===== config.mk =====
export PLATFORM = sky130hd
export DESIGN_NAME = coin_accumulator
export DESIGN_NICKNAME = d
export VERILOG_FILES = /design/src/rtl/coin_accumulator.sv
export SDC_FILE = /design/constraint.sdc
export NUM_CORES = 1
export LEC_CHECK = 0
export CELL_PAD_IN_SITES_DETAIL_PLACEMENT = 0
export CELL_PAD_IN_SITES_GLOBAL_PLACEMENT = 1
export CORE_MARGIN = 2
export CORE_UTILIZATION = 49
export DETAILED_ROUTE_END_ITERATION = 10
export GPL_TIMING_DRIVEN = 0
export PLACE_DENSITY_LB_ADDON = 0.1
export SYNTH_ARGS = -nofsm -noshare
export SYNTH_HDL_FRONTEND = slang
export SYNTH_SLANG_ARGS = --single-unit
export TNS_END_PERCENT = 5

===== constraint.sdc =====
create_clock -name clk -period 6.9 [get_ports clk]
set_input_delay 1.38 -clock clk [delete_from_list [all_inputs] [get_ports clk]]
set_output_delay 1.38 -clock clk [all_outputs]
set_load 0.01 [all_outputs]

===== src/rtl/coin_accumulator.sv =====
// Credit engine for the vending lab: conditions raw coin/button inputs, accumulates
// credit in colones, and sequences purchase, change payout and refund.
module coin_accumulator #(
    parameter int unsigned MAX_AMT     = 1500,
    parameter int unsigned PRICE_A     = 500,
    parameter int unsigned PRICE_B     = 800,
    parameter int unsigned PRICE_C     = 1200,
    parameter int unsigned PULSE_GAP   = 4,
    parameter int unsigned TIMEOUT_CYC = 1000
) (
    input  logic        clk,
    input  logic        rst_n,
    input  logic        coin_100,
    input  logic        coin_500,
    input  logic        buy,
    input  logic        cancel,
    input  logic [1:0]  sel,
    output logic [11:0] cantidad,
    output logic        dispense,
    output logic [1:0]  product,
    output logic        change_100,
    output logic        reject_coin,
    output logic        busy
);

    localparam int unsigned GW = $clog2(PULSE_GAP);
    localparam int unsigned TW = $clog2(TIMEOUT_CYC);
    localparam logic [12:0] MAX13 = 13'(MAX_AMT);
    localparam logic [11:0] PA = 12'(PRICE_A);
    localparam logic [11:0] PB = 12'(PRICE_B);
    localparam logic [11:0] PC = 12'(PRICE_C);

    typedef enum logic [1:0] {IDLE, ACCUM, DISPENSE, CHANGE} state_t;

    state_t          state_q, state_d;
    logic [3:0]      sync1_q, sync2_q, prev_q;   // {cancel, buy, coin_500, coin_100}
    logic [1:0]      sel1_q, sel2_q;
    logic [11:0]     amt_q, amt_d;
    logic [1:0]      prod_q, prod_d;
    logic            disp_q, disp_d, chg_q, chg_d, rej_q, rej_d;
    logic [GW-1:0]   gap_q, gap_d;
    logic [TW-1:0]   to_q, to_d;

    logic [3:0]      edge_w;
    logic            c100_e, c500_e, buy_e, cancel_e, coin_any, coin_fits;
    logic [12:0]     coin_val, coin_sum;
    logic [11:0]     price;

    assign edge_w   = sync2_q & ~prev_q;
    assign c100_e   = edge_w[0];
    assign c500_e   = edge_w[1];
    assign buy_e    = edge_w[2];
    assign cancel_e = edge_w[3];
    assign coin_any = c100_e | c500_e;

    assign coin_val  = (c100_e ? 13'd100 : 13'd0) + (c500_e ? 13'd500 : 13'd0);
    assign coin_sum  = {1'b0, amt_q} + coin_val;
    assign coin_fits = (coin_sum <= MAX13);

    always_comb begin
        case (sel2_q)
            2'd0:    price = PA;
            2'd1:    price = PB;
            default: price = PC;
        endcase
    end

    always_comb begin
        state_d = state_q;
        amt_d   = amt_q;
        prod_d  = prod_q;
        disp_d  = 1'b0;
        chg_d   = 1'b0;
        rej_d   = 1'b0;
        gap_d   = '0;
        to_d    = '0;
        case (state_q)
            IDLE, ACCUM: begin
                // Priority cancel > buy > coin; a coin sharing its cycle with either is refused.
                rej_d = coin_any & (cancel_e | buy_e | ~coin_fits);
                if (cancel_e) begin
                    if (state_q == ACCUM) state_d = CHANGE;
                end else if (buy_e) begin
                    if (sel2_q != 2'd3 && price <= amt_q) begin
                        state_d = DISPENSE;
                        amt_d   = amt_q - price;
                        prod_d  = sel2_q;
                        disp_d  = 1'b1;
                    end
                end else if (coin_any && coin_fits) begin
                    amt_d   = coin_sum[11:0];
                    state_d = ACCUM;
                end else if (state_q == ACCUM) begin
                    if (to_q == TW'(TIMEOUT_CYC - 1)) state_d = CHANGE;
                    else                              to_d    = to_q + 1'b1;
                end
            end
            DISPENSE: begin
                rej_d   = coin_any;
                state_d = (amt_q != '0) ? CHANGE : IDLE;
            end
            CHANGE: begin
                rej_d = coin_any;
                // gap_q is zero on entry, so the first pulse lands one cycle in.
                if (gap_q == '0) begin
                    chg_d = 1'b1;
                    amt_d = amt_q - 12'd100;
                    gap_d = GW'(PULSE_GAP - 1);
                    if (amt_q == 12'd100) state_d = IDLE;
                end else begin
                    gap_d = gap_q - 1'b1;
                end
            end
            default: state_d = IDLE;
        endcase
    end

    always_ff @(posedge clk or negedge rst_n) begin
        if (!rst_n) begin
            state_q <= IDLE;
            sync1_q <= '0;
            sync2_q <= '0;
            prev_q  <= '0;
            sel1_q  <= '0;
            sel2_q  <= '0;
            amt_q   <= '0;
            prod_q  <= '0;
            disp_q  <= 1'b0;
            chg_q   <= 1'b0;
            rej_q   <= 1'b0;
            gap_q   <= '0;
            to_q    <= '0;
        end else begin
            state_q <= state_d;
            sync1_q <= {cancel, buy, coin_500, coin_100};
            sync2_q <= sync1_q;
            prev_q  <= sync2_q;
            sel1_q  <= sel;
            sel2_q  <= sel1_q;
            amt_q   <= amt_d;
            prod_q  <= prod_d;
            disp_q  <= disp_d;
            chg_q   <= chg_d;
            rej_q   <= rej_d;
            gap_q   <= gap_d;
            to_q    <= to_d;
        end
    end

    assign cantidad    = amt_q;
    assign dispense    = disp_q;
    assign product     = prod_q;
    assign change_100  = chg_q;
    assign reject_coin = rej_q;
    assign busy        = (state_q == DISPENSE) || (state_q == CHANGE);

endmodule


Word level (Yosys, flattened, before mapping)
Cells that the tools add are included.
{"block": "word_totals", "reg_bits": 47, "in_bits": 8, "output_inout_bits": 18, "word_cells": 93}
{"block": "op_classes", "n_addsub": 6, "order_cmp": 2, "n_eq_ne": 16, "n_mux": 35, "bitwise": 8, "reduce_logical": 13}
{"cell": "two-way mux 10 bit", "n": 6}
{"cell": "two-way mux 12 bit", "n": 5}
{"cell": "two-way mux 2 bit", "n": 12}
{"cell": "case mux 12 bit (2 select lines)", "n": 1}
{"cell": "case mux 11 bit (2 select lines)", "n": 1}
{"cell": "adder 12 x 10 -> 13 bit", "n": 1}
{"cell": "<= comparator 13 x 11 -> 1 bit, second input constant", "n": 1}
{"cell": "equality test 12 x 7 -> 1 bit, second input constant", "n": 1}
{"cell": "<= comparator 12 bit", "n": 1}
{"cell": "nonzero test 12 bit", "n": 1}
{"cell": "subtractor 12 bit", "n": 1}
{"cell": "subtractor 12 x 7 -> 12 bit, second input constant", "n": 1}
{"cell": "adder 10 x 1 -> 10 bit, second input constant", "n": 1}
{"cell": "adder 7 x 9 -> 10 bit", "n": 1}
{"cell": "equality test 10 bit, second input constant", "n": 1}
{"cell": "two-way mux 9 bit", "n": 1}
{"cell": "!= test 3 bit, second input constant", "n": 3}
{"cell": "!= test 2 bit, second input constant", "n": 4}
{"cell": "!= test 4 bit, second input constant", "n": 2}
{"cell": "two-way mux 7 bit", "n": 1}
{"cell": "zero test 2 bit", "n": 3}
{"cell": "two-way mux 1 bit", "n": 6}
{"cell": "case mux 2 bit (3 select lines)", "n": 1}
{"cell": "AND reduction 6 bit", "n": 1}
{"cell": "16 further kinds", "n": 23}

Logic depth before layout (Yosys ltp)
Gate-level depths: netlist (run 1).
{"block": "depth", "depth_word": 11, "mapped_depth": 14}

Worst setup path before layout (run 1)
Ideal clock, no wire load.
{"block": "synth_path", "path_kind": "register to register", "from": "register amt_q[5], in the netlist cantidad[5]", "to": "register amt_q[5], in the netlist cantidad[5]", "setup_ns": 0.125, "t_arrival_ns": 2.968, "required_time_ns": 6.775, "path_slack_ns": 3.807, "stages_incl_launch_ff": 15, "n_path_buf": 3, "synth_period_minus_slack_ns": 3.093, "cell_sequence": "dfrtp_1 clkbuf_1 xnor2_1 ha_1 a21o_1 ha_1 buf_6 a21oi_2 a21boi_1 o31a_1 a2bb2o_4 nand4_4 and2_4 buf_6 mux2_4"}
{"block": "synth_via", "elab_chain_cells": 5, "elab_cells_between_ends": 16}
{"element": "start: declaration", "line_no": "38", "rtl": "logic [11:0] amt_q, amt_d;"}
{"element": "start signal: assignment", "line_no": "140", "rtl": "amt_q <= amt_d;"}
{"element": "adder 12 x 10 -> 13 bit or subtractor 12 bit (tied branches)", "line_no": "57, 86"}
{"element": "<= comparator 13 x 11 -> 1 bit (tied with other cells)", "line_no": "58", "rtl": "assign coin_fits = (coin_sum <= MAX13);"}
{"element": "logical AND 1 bit or two-way mux 12 bit (tied branches)", "line_no": "90, 83"}
{"element": "!= test 3 bit (no line) or two-way mux 12 bit (tied branches)"}
{"element": "AND reduction 5 bit (no line) or case mux 12 bit (2 select lines) (tied branches)"}
Parallel ways exist; a longest one is shown, timed or not. The select of a mux whose other input is x is not followed.
A chain may end at the register's enable or synchronous reset.

Worst setup path after layout (run 1)
Ends and elaborated chain as after synthesis.

==> results.toml, run 1 <==
[synth]
yosysUniqueCellTypes = 71
synth_area_mm2 = 0.003192
synthCells = 346
syn_avg_cell_area_um2 = 9.225
synth.top_cell.area_share_pct = 35.28
yosysTopAreaCell = "dfrtp_1"
yosys-top-cells-area = "dfrtp_1, ha_1, nor2_1"
yosys_warnings = 0
synth_ff_type = "dfrtp_1"
ys_seq_elements = 45
synth-edff-count = 0
synth_seq_area_share_pct = 35.28
synthArstFlopShare_pct = 100.0

[cells_and_area]
final_cell_mix = "dfrtp_1, nor2_1, ha_1"
regArea_mm2 = 0.001126
multiInputGateArea_mm2 = 0.001899
drive_gt1_share_pct = 11.08
n_antenna_cell = 0
syn2layout_area_growth_pct = 13.76
finalNetCount = 411
final_common_cell = "dfrtp_1"
final_util_pct = 57.51
n_fill_cell = 598

[cts]
post-cts-setup-buffer-count = 0
path_clk_slew_ps = 90
htreeDepth = 2
post_cts_resized = 0
clock_latency_ps = 310
cts_tree = "yes"
ctsRootBufferMaster = "clkbuf_8"
clkSinkCount = 45
clk_path_buf_depth = 2
cts_hold_buf = 0
cts_made_buffers = 5

[sta]
fin_crit_ps = 3588
fin_ws_ps = 3312
hold_slack_ps = 355.6
worst_pin_slew_ps = 613.3
timing.final.crit_share_pct = 52.00
fin_skew_ps = 13.57
slew_violations = 0
rsz0062_at_grt = "no"
setup_violations = 0
clock.fmax_mhz = 278.7
tns_ps = 0
relSlewSlack_pct = 59.11
hold_violations = 0

[floorplanning]
die_y_um = 84.71
core-area_mm2 = 0.006314
ios = 26
die_w_um = 84.71
die-area_mm2 = 0.007176
start_util_pct = 50.55
row_count = 29

[route]
viasPerCell = 5.822
drtPass1Iterations = 5
drt-initial-drc-count = 179
drc_errors = 0
routedWlPerCell_um = 16.52
ant_nets = 0
via_count = 2655
wl_um = 7534

[pwr]
clkPwrFrac_pct = 10.2
power.share.switching_pct = 46.10
seqPwrFrac_pct = 23.7
p_switching_mw = 0.7726
p_leak_nw = 1.600
ir_drop_mv = 0.2562
power_frac_comb_pct = 66.0
power.internal_mw = 0.9032
power_density_mw_per_mm2 = 461.5

[global_routing]
grt_pass1_vias = 2557
grt_pass1_wl_um = 12820
grt_max_degree = 26
gr-total-overflow = 0
track_usage_pct = 22.15
antenna_found_initial = 0

[worst_setup_path]
critPathRequiredTime_ps = 7090
endpoint_kind = "flop"
critical_path_class = "reg -> reg"
ff2ff_setup_slack_ps = 3310
critPathMaxFanout = 10
r2r_cells = 14
crit_path_start = "cantidad[5]"
rr_startpoint = "cantidad[5]"
worst_setup_path_start_kind = "flop"
crit_arrival_ps = 3770
worstReg2RegEnd = "cantidad[5]"

[hold_path]
hp-start = "sel1_q[0]"
min_path_cells = 0
hold_path.class = "reg -> reg"
hold_end = "sel2_q[0]"

[placed_design]
pre_cts_ws_ps = 3383
dp_hpwl_um = 5629
portBuffers = 23
gp_congestion = 0.9017

[job]
maxCapViolCount = 0

[outcome]
outcome = "completed"
[power by group through the flow]
| stage | Sequential [mW] | Clock [mW] | Combinational (mW) |
|---|---|---|---|
| 6_report | 0.398 | 0.172 | 1.11 |
| 5_1_grt | 0.410 | 0.187 | 1.22 |
| 4_1_cts | 0.399 | 0.179 | 1.10 |
| 3_5_place_dp | 0.404 | 0 | 1.09 |
| 3_3_place_gp | 0.402 | 0 | 1.08 |
| 2_1_floorplan | 0.399 | 0 | 0.798 |
[through the flow]
| step | area, µm² | total power [mW] | instances |
|---|---|---|---|
| finish | 3631 | 1.676 | 456 |
| global route | 3631 | 1.815 | 456 |
| CTS | 3631 | 1.674 | 456 |
| detailed placement | 3537 | 1.494 | 448 |
| global placement | 3522 | 1.481 | 447 |
| floorplan | 3196 | 1.197 | 347 |
[cell usage after synthesis (all sizes together) (2+ instances only)]
library cell / instances
o21ai: 14
a211oi: 4
nor2: 40
a21boi: 2
xnor2: 15
nor2b: 7
a22oi: 4
o21a: 3
buf: 11
and2: 4
mux2: 3
a311oi: 2
nand4: 4
nand3: 8
a31o: 2
a21o: 8
a211o: 2
a21bo: 2
nand3b: 4
nor4: 3
o31ai: 2
ha: 25
inv: 16
nor3: 9
a31oi: 5
o22ai: 7
xor2: 7
nand2: 18
a41o: 2
clkbuf: 7
o22a: 3
dfrtp: 45
or2: 2
nand2b: 6
a41oi: 3
a21oi: 26
o2111ai: 2
[logic make-up after synthesis]
family | count (synthesis) | synth area share (%)
buf+inv | 34 | 5.331
other cells | 1 | 0.1175
xor+xnor | 22 | 6.037
fa+ha+maj | 25 | 9.800
compound gates | 100 | 22.78
mux | 4 | 1.489
flops | 45 | 35.28
simple gates | 115 | 19.17
[state kept, by name, summed over array words and instances (netlist names), 2 cells and up]
| name | cells |
|---|---|
| cantidad | 10 |
| gap_q | 2 |
| prev_q | 4 |
| product | 2 |
| sel1_q | 2 |
| sel2_q | 2 |
| state_q | 2 |
| sync1_q | 4 |
| sync2_q | 4 |
| to_q | 10 |
[how the worst max path moves through the flow]
stage	to	slack (ps)	depth (start not counted)
2_1_floorplan	cantidad[5]	3810	14
3_3_place_gp	gap_q[1]	3140	1
3_5_place_dp	cantidad[5]	3380	14
4_1_cts	cantidad[5]	3330	14
5_1_grt	cantidad[5]	3140	14
6_report	cantidad[5]	3310	14
[cell type report]
type                    instances  share of cell area [%]
multi-input cells             268                   52.31
flip-flops and latches         45                   31.01
repair buffers                 24                   6.754
plain buffers                  18                   3.032
well taps                      77                   2.653
clock buffers                   5                   1.895
inverters                      16                   1.654
clock inverters                 3                  0.6892
[critical path, stage by stage (launching register included)]
cell      delay (ps)
dfrtp_1          390
clkbuf_1         400
xnor2_1          150
ha_1             200
a21o_1           160
ha_1             280
buf_6            140
a21oi_2          220
a21boi_1         140
o31a_1           280
a2bb2o_4         260
nand4_4          200
and2_4           230
buf_6            140
mux2_4           290
[layer usage]
metal,GRT usage [%],part of all wire (%),vias up,routed length (µm)
met5,0,0,-,0
met4,3.752,0.98,0,74
met3,3.147,5.1,8,386
met2,32.86,43,78,3259
met1,34.86,51,1255,3814
li1,-,-,1314,-
Note: power is estimated with default switching activity, not from simulation.
==> run 2: changes to the inputs <==
Settings changed: CORE_UTILIZATION 49 to 41.
Clock period 6.9 ns to 3 ns, I/O delays scaled along.
==> run 2 against run 1 <==
Sequential power up 130%. Critical path depth down 4. Largest power group unchanged. The flow now finishes with violations (setup timing). Highest routed layer unchanged. Routed wire length up 12%. Power rose to 2.7 times the previous value. Largest cell class unchanged. Utilization down 3.5 points. Sequential cell count unchanged. First-iteration DRC count up 8.9%. Count of clock-buffer cells in the layout up 1. Critical path type unchanged.
==> results.toml, run 2 (synthesized netlist as in run 1, its figures left out) <==
[placed_design]
dpl.cell_count = 473
dp_hpwl_um = 5744
portBuffers = 23
gp_congestion = 0.8691

[pwr]
power.share.switching_pct = 43.97
ir_drop_mv = 0.4927
p_switching_mw = 2.026
power_frac_comb_pct = 69.1
p_leak_nw = 1.740
clkPwrFrac_pct = 10.6
power_density_mw_per_mm2 = 1116
seqPwrFrac_pct = 20.3
power.internal_mw = 2.582

[worst_setup_path]
critPathMaxStageDelay_ps = 460
crit_end = "cantidad[5]"
rr_startpoint = "sel2_q[1]"
critical_path_class = "reg -> reg"
crit_arrival_ps = 3210
critPathMaxFanout = 10
crit_path_start = "sel2_q[1]"
path_buf_inv = 1
critPathRequiredTime_ps = 3190
critPathTopFamily = "simple AND/OR/NAND/NOR gates"
crit_chain = "or2_2 -> inv_1 -> ha_1 -> and3b_1 -> nor4_2 -> o211a_1 -> a21oi_2 -> a21oi_4 -> and2_4 -> mux2_4"
worst_setup_path_start_kind = "flop"
worstReg2RegEnd = "cantidad[5]"
slowest_stage = "dfrtp_2"
r2r_cells = 10
endpoint_kind = "flop"
ff2ff_setup_slack_ps = -30
critical_path_depth = 10

[sta]
relSlewSlack_pct = 46.98
clock.fmax_mhz = 330.5
hold_slack_ps = 242.7
timing.final.crit_share_pct = 100.9
fin_ws_ps = -25.67
setup_violations = 8
hold_violations = 0
worst_pin_slew_ps = 789.2
rsz0062_at_grt = "yes"
fin_skew_ps = 7.781
slew_violations = 0
fin_crit_ps = 3026

[floorplanning]
ios = 26
die_w_um = 92.23
die-area_mm2 = 0.008506
row_count = 32
start_util_pct = 41.74
die_y_um = 92.23
core-area_mm2 = 0.007647

[global_routing]
track_usage_pct = 20.28
grt_max_degree = 26
gr-total-overflow = 0
antenna_found_initial = 0
grt_pass1_vias = 2605
grt_pass1_wl_um = 13670

[cts]
ctsRootBufferMaster = "clkbuf_8"
clk_path_buf_depth = 2
clkSinkCount = 45
cts_made_buffers = 5
cts_hold_buf = 0
path_clk_slew_ps = 90
clock_latency_ps = 300
htreeDepth = 2
cts_tree = "yes"

[cells_and_area]
fin_cells = 500
drive_gt1_share_pct = 23.62
syn2layout_area_growth_pct = 29.32
finalNetCount = 430
final_cell_mix = "dfrtp_1, nor2_1, clkdlybuf4s50_1"
n_fill_cell = 718
n_antenna_cell = 0
final_common_cell = "dfrtp_1"

[route]
wl_met2_um = 3680
drtPass1Iterations = 5
ant_nets = 0
drt-initial-drc-count = 195
wl_met1_um = 4235
via_count = 2800
top_layer = "met4"
wl_met3_um = 481
drc_errors = 0
wl_um = 8456
viasPerCell = 5.600
routedWlPerCell_um = 16.91

[job]
maxCapViolCount = 0

[outcome]
outcome = "finished with violations"
violations = "setup timing"

[hold_path]
hold_path.class = "in -> async"
run 2: changes by cell type in the layout (fill, tap and decap cells not counted), sizes merged:
cell and delta:
nand3 +1, clkbuf +3, buf +16, bufinv +1, inv -2
run 2: per-layer routing:
layer | global-route usage [%] | vias to the layer above
li1 | - | 1357
met1 | 31.11 | 1351
met2 | 30.51 | 85
met3 | 2.712 | 7
met4 | 3.980 | 0
met5 | 0 | -
run 2: timing repair:
action                     4_1_cts  5_1_grt
pin swaps                        5       22
gates resized for setup         13       37
setup endpoints to repair       22       21
buffers inserted                 8       12
cloned                           0        2
run 2: how the worst min path moves through the flow:
stage,end,slack (ps),depth (start not counted),startpoint
after CTS,to_q[7],270,1,rst_n
final,cantidad[11],240,1,rst_n
after global placement,sel2_q[0],330,0,sel1_q[0]
after detailed placement,sync2_q[3],330,0,sync1_q[3]
after floorplan,cantidad[10],300,0,rst_n
after global routing,cantidad[11],290,1,rst_n
run 2: worst register-to-register path, stage by stage, from the launching register on:
cell and delay, ps:
dfrtp_2 460, or2_2 350, inv_1 80, ha_1 230, and3b_1 180, nor4_2 320, o211a_1 240, a21oi_2 110
a21oi_4 360, and2_4 280, mux2_4 300
run 2: layout make-up:
class                   instances  area, µm²  area share, %
flip-flops and latches         45       1127          27.31
inverters                      16      60.06          1.455
repair buffers                 45      451.7          10.94
clock buffers                   6      82.58          2.001
multi-input cells             269       2152          52.14
clock inverters                 2      37.54         0.9094
plain buffers                  15      88.84          2.152
well taps                     102      127.6          3.092
run 2: power groups by stage:
stage	clock network, mW	registers [mW]	logic [mW]
CTS	0.505	0.919	2.69
finish	0.490	0.935	3.18
floorplan	0	0.918	1.85
global route	0.529	0.960	3.49
detailed placement	0	0.933	2.53
global placement	0	0.931	2.53
run 2: through the flow:
stage	TNS, ps	setup slack (ps)	utilization [%]	instance area (µm²)	power [mW]
floorplan	0	7.656	-	3207	2.769
global placement	-5498	-412.9	46.61	3565	3.458
detailed placement	-6495	-423.7	46.81	3580	3.464
CTS	-123.0	-44.90	50.03	3826	4.118
global route	-2117	-168.6	53.98	4128	4.976
finish	-104.0	-25.67	53.98	4128	4.608
==> variant 1: new RTL, settings of run 2 <==
Reset style: synchronous (`rst_n`), changed in one clocked block.
--- a/src/rtl/coin_accumulator.sv
+++ b/src/rtl/coin_accumulator.sv
@@ -115,7 +115,7 @@
         endcase
     end
 
-    always_ff @(posedge clk or negedge rst_n) begin
+    always_ff @(posedge clk) begin
         if (!rst_n) begin
             state_q <= IDLE;
             sync1_q <= '0;
Behaviour: differs if rst_n is asserted again (counterexample within 4 cycles, from zero or initial values and one cycle with rst_n low); with rst_n held inactive, the same outputs for 10 cycles.
==> variant 1 against run 2 <==
- the flow still finishes with violations (setup timing)
- count of clock-buffer cells in the layout is the same
- area after synthesis is 3.4% higher
- setup slack worse by 0.25 ns
- sequential share of layout area down 5.3 points
- critical endpoint is now state_q[0]
- non-clock buffer count up 2
- sequential cell count did not move
- cell area grew 0.64%
- utilization down 0.50 points
- wire length is 15% higher
- cell count up 13%
- highest routed layer unchanged
- clock skew increased by 0.014 ns
Power is not compared: it rests on default switching activity, and its combinational part moved more than twofold at a synthesized area within 25%.
==> variant 1: results (changes against run 2) <==
status=complete, but fails checks; failing checks=setup timing; Hold WC Path Type=register to register; worst hold slack=0.430 ns (+0.187 ns); r2r startpoint=cantidad[6]; top cells by area, synth=dfxtp_1 27%, ha_1 9.5%, nor2_1 4.8%, nand2_1 4.7%, xnor2_1 3.7%; worst slew pin tran=0.706 ns (-0.0837 ns); DR WL/cell=17.1 um (+1.2%); worst slack, placed=-0.606 ns (-0.183 ns); Async SR Flop Fraction=0% (-100 points); nets@finish=497 (+16%); Commonest cells post-synth=45 x dfxtp_1, 42 x nor2_1, 41 x nand2_1; syn avg cell area=7.90 um^2 (-14%); share of cells above drive strength 1=15.9% (-7.7 points); number of global-route vias before repair=3015 (+16%); Cell variety after synth=69 (-2.8%); routed wl met2=4550 um (+24%); GRT Total Usage=22.2% (+2.0 points); routability cong.=0.904 (+4.0%); final clock skew=0.0217 ns (+0.0139 ns); DR iter-0 viols=210 (+7.7%); first-pass GRT wire length=15500 um (+14%); overall routed net length=9710 um (+15%); Worst Setup SP=cantidad[6]; post-place instance area=3730 um^2 (+4.2%); final period utilization=109% (+8.3 points); Worst Path Arrival=3.50 ns (+0.29 ns); Worst-Skew Late Latency=0.32 ns (+0.02 ns); HPWL after detailed placement=7160 um (+25%); FF-to-FF path depth=13 (+3); Layout fillers=746 (+3.9%); DR pass1 iterations=6 (+1); critical path fanouts, max=7 (-3); worst flop-to-flop path endpoint=state_q[0]; Setup WS post-layout=-0.276 ns (-0.250 ns); WL met1=4620 um (+9.0%); Final setup violation count=23 (+15)
==> variant 1: cell count changes in the layout (fill, tap and decap cells not counted), sizes merged, moves of 8 or more <==
cell,run 2,this run
a21oi,26,17
dfxtp,0,45
dfrtp,45,0
o211ai,1,9
nand2,18,41
and2,4,18
==> variant 1: cell families after synthesis <==
logic type               after synthesis  synth area share, %
flip-flops                            45                 27.3
AO/OA/AOI/OAI                        106                 24.5
buffers and inverters                 42                 5.68
adder cells (fa/ha/maj)               25                 9.47
other                                  1                0.114
AND/OR/NAND/NOR                      177                 27.0
XOR/XNOR                              19                 5.04
multiplexers                           3                0.909
==> variant 1: what timing repair did <==
action                                  4_1_cts  5_1_grt
endpoints found under the setup margin       23       25
pin swaps                                     5       12
resized for setup                            12       20
setup buffers                                 9        7
==> variant 1: layout make-up <==
cell class | count | area, um^2 | share of cell area, %
Inverter | 18 | 67.6 | 1.63
Sequential cell | 45 | 913 | 22.0
Tap cell | 102 | 128 | 3.07
Timing Repair Buffer | 39 | 379 | 9.13
Clock buffer | 6 | 82.6 | 1.99
Clock inverter | 2 | 41.3 | 0.994
Multi-Input combinational cell | 332 | 2410 | 58.0
Buffer | 23 | 133 | 3.19
==> variant 1: worst max-delay path: stages (launching register included) <==
cell	delay [ns]
dfxtp_2	0.35
clkbuf_8	0.17
xnor2_4	0.15
ha_4	0.15
a21o_1	0.20
ha_1	0.36
inv_1	0.15
a211oi_2	0.07
or4_4	0.51
o31ai_4	0.32
buf_6	0.17
a41oi_4	0.12
or2_1	0.28
a221oi_2	0.21
==> variant 1: per-layer routing <==
layer | global-route usage (%) | vias up
met5 | 0 | -
met4 | 4.23 | 0
met3 | 2.65 | 13
met2 | 37.2 | 95
met1 | 30.9 | 1588
li1 | - | 1615
==> variant 2: new RTL, settings of run 2 <==
Without the edit above. `TIMEOUT_CYC`: 1000 -> 500.
--- a/src/rtl/coin_accumulator.sv
+++ b/src/rtl/coin_accumulator.sv
@@ -6,7 +6,7 @@
     parameter int unsigned PRICE_B     = 800,
     parameter int unsigned PRICE_C     = 1200,
     parameter int unsigned PULSE_GAP   = 4,
-    parameter int unsigned TIMEOUT_CYC = 1000
+    parameter int unsigned TIMEOUT_CYC = 500
 ) (
     input  logic        clk,
     input  logic        rst_n,
Behaviour: no difference found for any inputs over 10 cycles, from zero or initial values and one cycle with rst_n low; that may be too few to reach the edited logic, so the function may still have changed.
==> variant 2 against run 2 <==
- the run still ends with setup timing left
- worst hold slack got worse by 0.059 ns
- setup slack got worse by 0.19 ns
- critical endpoint is now cantidad[9]
- sequential cell count fell by 1
- global-route usage rose by 0.34 points
- cell area fell by 3.6%
- sequential power is 4.0% lower
- combinational power shrank 11%
- first-iteration DRC count fell by 22%
- sequential share of layout area increased by 0.43 points
- total power down 9.4%
- count of clock-buffer cells in the layout did not move
- area after synthesis is 3.5% lower
- wire length decreased by 4.4%
==> variant 2: results (changes against run 2) <==
GRT Total Usage=20.6% (+0.34 points); Layout fillers=672 (-6.4%); inverters=13 (-3); cts repair resizes=48 (+35); max_slew headroom=56.8% (+9.9 points); largest net degree at the start of global routing=33 (+27%); overall routed net length=8080 um (-4.4%); share of cells above drive strength 1=19.7% (-3.9 points); Cell variety after synth=73 (+2.8%); syn avg cell area=9.20 um^2 (-0.32%); CLK BUF=6 (unchanged); worst slack, placed=-0.940 ns (-0.516 ns); DR pass1 iterations=4 (-1); Commonest cells post-synth=44 x dfrtp_1, 33 x nor2_1, 26 x nand2_1; sw frac=44.3% (+0.36 points); Worst-path clk slew=0.08 ns; Non-clock buffers=58 (-3.3%); critical path class=register to register; Worst Path Arrival=3.40 ns (+0.19 ns); DR iter-0 viols=153 (-22%); Max VDD drop=0.445 mV (-9.7%); Setup WS post-layout=-0.216 ns (-0.190 ns); via/cell ratio=5.49 (-1.9%); failing checks=setup timing; post-place instance area=3450 um^2 (-3.5%); row count=31 (-3.1%); r2r startpoint=cantidad[6]; cell family contributing the most delay on the critical path=compound AO/OA/AOI/OAI gates; Pleak=1.72 nW (-1.3%); NonClk Buf Share=12.6% (-0.51 points); Post-CTS Setup Repair Bufs=17 (+9); nets@finish=417 (-3.0%); final clock skew=0.00526 ns (-0.00252 ns); Worst-Skew Late Latency=around 0.29 ns; status=complete, but fails checks; CP endpoint=cantidad[9]; sequential fraction of the synthesis area=35.7% (+0.46 points); combinational share of power=68.0% (-1.1 points); clk pwr=0.439 mW (-10%); non-filler cells, final=484 (-3.2%); slowest stage delay, CP=0.39 ns (-0.07 ns); first-pass GRT wire length=13600 um (-0.80%); Seq Cell Count=44 (-2.2%); setup_tns=-2.62 ns (-2.52 ns); placed cell count=459 (-3.0%); top cells by area, synth=dfrtp_1 36%, ha_1 10%, xnor2_1 4.3%, nor2_1 4.0%, nand2_1 3.2%; FF-to-FF path depth=13 (+3); HPWL after detailed placement=5830 um (+1.4%); critical path fanouts, max=7 (-3); htree depth=2 (unchanged); number of global-route vias before repair=2663 (+2.2%); sequential share of cell area=27.7% (+0.43 points); fraction of area in multi-input gates=52.6% (+0.49 points); Post-Route Utilization=54.8% (+0.86 points); Final setup violation count=20 (+12); multi-input gates=262 (-2.6%); Layout clock area frac=2.71% (-0.20 points); Crit-path slowest cell=dfrtp_1; routability cong.=0.911 (+4.8%)
==> variant 2: worst min-delay path by stage <==
stage / startpoint / to / slack [ns] / depth (start not counted)
global placement: sel1_q[0] / sel2_q[0] / 0.33 / 0
CTS: rst_n / gap_q[0] / 0.19 / 1
floorplan: rst_n / cantidad[10] / 0.30 / 0
detailed placement: sel1_q[1] / sel2_q[1] / 0.34 / 0
global route: rst_n / gap_q[0] / 0.19 / 1
finish: rst_n / gap_q[0] / 0.18 / 1
==> variant 2: cell families after synthesis <==
kind of cell / Yosys count / share of synthesized area, %
xor gates and xnor gates: 21 / 5.97
AOI/OAI and AO/OA: 92 / 22.8
muxes: 4 / 1.54
DFF: 44 / 35.7
buffers and inverters: 30 / 4.31
other: 1 / 0.122
adders and majority gates: 25 / 10.2
and+or+nand+nor: 118 / 19.4
==> variant 2: metal layers <==
metal,share of wire (%),vias to the layer above,track usage (%)
met5,0,-,0
met1,47,1291,27.7
met3,2.3,8,2.59
met2,49,46,35.0
met4,1.2,0,5.64
li1,-,1313,-
